===== src/rtl/fifo_v3.sv =====
// Generic synchronous FIFO with optional fall-through.
// Latency: 1 cycle push-to-visible (0 with FALL_THROUGH).
// Backpressure: push while full is dropped; pop while empty is ignored.
module fifo_v3 #(
   parameter bit          FALL_THROUGH = 1'b0,
   parameter int unsigned DATA_WIDTH   = 8,
   parameter int unsigned DEPTH        = 8
) (
   input  logic                  clk_i,
   input  logic                  rst_ni,
   input  logic                  flush_i,
   output logic                  full_o,
   output logic                  empty_o,
   input  logic [DATA_WIDTH-1:0] data_i,
   input  logic                  push_i,
   output logic [DATA_WIDTH-1:0] data_o,
   input  logic                  pop_i
);

   localparam int unsigned PtrW = (DEPTH > 1) ? $clog2(DEPTH) : 1;
   localparam int unsigned CntW = $clog2(DEPTH + 1);

   logic [PtrW-1:0]       rd_ptr_q, wr_ptr_q;
   logic [CntW-1:0]       cnt_q;
   logic [DATA_WIDTH-1:0] mem_q [DEPTH];
   logic                  bypass, do_push, do_pop;

   function automatic logic [PtrW-1:0] next_ptr(input logic [PtrW-1:0] p);
      return (p == PtrW'(DEPTH - 1)) ? '0 : p + PtrW'(1);
   endfunction

   assign full_o  = (cnt_q == CntW'(DEPTH));
   assign empty_o = (cnt_q == '0);
   // In fall-through mode a push and pop on an empty FIFO pass straight through.
   assign bypass  = FALL_THROUGH && empty_o && push_i && pop_i;
   assign do_push = push_i && !full_o && !bypass;
   assign do_pop  = pop_i && !empty_o;
   assign data_o  = (FALL_THROUGH && empty_o && push_i) ? data_i : mem_q[rd_ptr_q];

   always_ff @(posedge clk_i or negedge rst_ni) begin
      if (!rst_ni) begin
         rd_ptr_q <= '0;
         wr_ptr_q <= '0;
         cnt_q    <= '0;
         for (int i = 0; i < int'(DEPTH); i++) mem_q[i] <= '0;
      end else if (flush_i) begin
         rd_ptr_q <= '0;
         wr_ptr_q <= '0;
         cnt_q    <= '0;
      end else begin
         if (do_push) begin
            mem_q[wr_ptr_q] <= data_i;
            wr_ptr_q        <= next_ptr(wr_ptr_q);
         end
         if (do_pop) rd_ptr_q <= next_ptr(rd_ptr_q);
         if (do_push && !do_pop) cnt_q <= cnt_q + CntW'(1);
         else if (!do_push && do_pop) cnt_q <= cnt_q - CntW'(1);
      end
   end

endmodule


===== config.mk =====
export PLATFORM = sky130hd
export DESIGN_NAME = fifo_v3
export DESIGN_NICKNAME = d
export VERILOG_FILES = /design/src/rtl/fifo_v3.sv
export SDC_FILE = /design/constraint.sdc
export NUM_CORES = 1
export LEC_CHECK = 0
export BUFFER_PORTS_ARGS = -buffer_cell sky130_fd_sc_hd__clkbuf_2
export CORE_AREA = 2 2 85 87
export DETAILED_ROUTE_END_ITERATION = 10
export DIE_AREA = 0 0 87 89
export GPL_TIMING_DRIVEN = 0
export HOLD_SLACK_MARGIN = 0.05
export PLACE_DENSITY_LB_ADDON = 0.2
export SYNTH_ARGS = -nofsm -noshare
export SYNTH_HDL_FRONTEND = slang
export SYNTH_SLANG_ARGS = --single-unit

===== constraint.sdc =====
create_clock -name clk_i -period 2.5 [get_ports clk_i]
set_input_delay 0.125 -clock clk_i [delete_from_list [all_inputs] [get_ports clk_i]]
set_output_delay 0.125 -clock clk_i [all_outputs]
set_load 0.005 [all_outputs]

==> results.yml <==
route:
  drc: 0
  wl_per_cell_um: 18.79
  final_antenna_net_count: 0
  drt-total-wl_um: 6952
  vias: 2165
  vias_per_cell: 5.851
  first_iter_violations: 69
  first_pass_iters: 4
global_route:
  grt_pass1_wl_um: 11300
  grt_usage_pct: 19.76
  grt_max_degree: 56
  antenna_found_initial: 0
  overflow: 0
  grt_pass1_vias: 2191
timing:
  tns_ns: 0
  setup_viol: 0
  hold_violations: 0
  rsz0062_at_grt: "no"
  slew_headroom_pct: 58.46
  min_period_ns: 2.402
  period_share_pct: 96.06
  finClkSkew_ns: 0.007228
  fmax_mhz: 416.4
  worstMarginPinSlew_ns: 0.6231
  slew_viol_final: 0
floorplan:
  dieArea_um2: 7743
  dieHeight_um: 89
  coreArea_um2: 6719
  die_w_um: 87
  ios: 23
  rows: 30
  initial_core_util_pct: 53.15
clock_network:
  cts_tree: "built"
  cts_buffers: 9
  cts_buffer_depth: 2
  insertion_delay_ns: 0.34
  cts_num_sinks: 74
  cts_root_buf: "clkbuf_8"
  cts.clk_slew.worst_paths_ns: 0.08
  htreeDepth: 3
power:
  ir_drop_uv: 491.1
  p_per_area_nw_per_um2: 927.9
  leakagePower_uw: 0.001910
finish:
  final_common_cell: "mux2_2"
  fill_cells: 544
  final-instance-count-excl-fill: 370
  fin_area_um2: 4156
  final_cell_mix: "71 x mux2_2, 70 x dfrtp_1, 22 x clkbuf_2"
  antennaDiodeCount: 0
  drive_gt1_share_pct: 53.10
  nNetsFinal: 306
  syn_to_final_growth_pct: 16.40
placed_design:
  gp_congestion: 0.7659
  numPortBuffers: 21
  place_area_um2: 3806
  dpl.hpwl_um: 4461
  place_inst: 342
synth:
  synth_edf_count: 0
  ys.flop_type: "dfrtp_1"
  synth_cell_types: 39
  syn_area_per_cell_um2: 14.88
  yosysSeqAreaShare_pct: 51.86
  synth_seq_cells: 74
  synthCells: 240
  yosysWarnings: 0
  syn_nets: 260
  async_flop_share_pct: 100.0
  synth_area_um2: 3571
critical_path:
  cp_top_family: "simple AND/OR/NAND/NOR gates"
  cp_slowest_stage_delay_ns: 0.52
  start_kind: "flip-flop"
  crit_required_ns: 2.72
  crit_type: "flip-flop to flip-flop"
  slowest_stage: "or4b_1"
  worstSetupEndpointType: "flip-flop"
  arrival_ns: 2.62
  path_max_fanout: 8
  critPathBufInv: 2
  crit_chain: "or4b_1 > buf_4 > and4b_1 > clkbuf_1 > nand3_1 > mux2_2"
outcome:
  status: "complete, no violations"
job:
  max_cap_violations: 0
hold_path:
  min_path_type: "input pin to flip-flop"
-- stage by stage --
step | utilization [%] | total power (uW) | setup slack (ns) | hold slack [ns]
2_1_floorplan | - | 2536 | 0.1481 | -0.1706
3_3_place_gp | 56.20 | 2845 | -0.1255 | 0.4627
3_5_place_dp | 56.65 | 2891 | -0.2061 | 0.07136
4_1_cts | 60.84 | 3821 | 0.01101 | 0.1165
5_1_grt | 61.86 | 4108 | 0.01136 | 0.1324
6_report | 61.86 | 3857 | 0.09840 | 0.1236
-- worst paths after layout --
path	from	cells after the start	slack [ns]	to
hold reg to reg	mem_q[31]	1	0.49	mem_q[31]
min in group asynchronous	rst_ni	2	0.26	mem_q[6]
setup reg to reg	cnt_q[2]	6	0.1	mem_q[6]
max in group asynchronous	rst_ni	3	1.68	mem_q[11]
hold / removal	data_i[7]	2	0.12	mem_q[31]
setup / recovery	cnt_q[2]	6	0.1	mem_q[6]
-- cell families (layout without fill, tap and decap cells) --
kind of cell | after synthesis | count (layout) | synth area share [%]
compound gates | 17 | 17 | 3.434
fa+ha+maj | 7 | 7 | 2.663
simple gates | 34 | 34 | 6.343
flops | 74 | 74 | 51.86
xor+xnor | 2 | 2 | 0.4906
mux | 90 | 90 | 33.36
buf+inv | 16 | 66 | 1.857
-- power breakdown --
part	internal (uW)	switching, uW	leakage (uW)
clock network	454	432	0.0000921
registers	1490	169	0.000972
logic	775	538	0.000846
-- synth_stat cells, drive strengths merged, types with 3 or more instances --
cell type | instances | area share (%)
dfrtp | 74 | 52
mux2 | 72 | 23
mux4 | 16 | 10
a21oi | 9 | 1.3
nand2 | 9 | 0.95
buf | 6 | 0.81
clkbuf | 6 | 0.63
ha | 6 | 2.1
nor2 | 6 | 0.70
inv | 4 | 0.42
nand3 | 3 | 0.42
nor3b | 3 | 1.3
-- metal layers --
layer,global-route usage (%),wire (um),vias to the layer above
li1,-,-,999
met2,30.88,3376,27
met1,28.18,3347,1129
met5,0,0,-
met3,2.770,112,10
met4,8.097,116,0
-- state kept, by name (all words and copies together) (netlist names) --
register / flops
cnt_q: 4
mem_q: 64
rd_ptr_q: 3
wr_ptr_q: 3
-- final cells by class --
class | count | area, um2 | area share, %
Buffer | 12 | 60.06 | 1.445
Clock buffer | 10 | 127.6 | 3.070
Clock inverter | 5 | 56.30 | 1.355
Inverter | 4 | 15.01 | 0.3612
Multi-Input combinational cell | 150 | 1680 | 40.43
Sequential cell | 74 | 1857 | 44.67
Tap cell | 80 | 100.1 | 2.408
Timing Repair Buffer | 35 | 260.3 | 6.261
-- timing repair --
item | CTS | global route
hold buffers | 1 | 0
endpoints found under the setup margin | 33 | 18
endpoints found under the hold margin | 19 | 0
resized for setup | 9 | 8
pin swaps | 2 | 3
setup buffers | 6 | 6
Power figures use the tool's default switching activity.
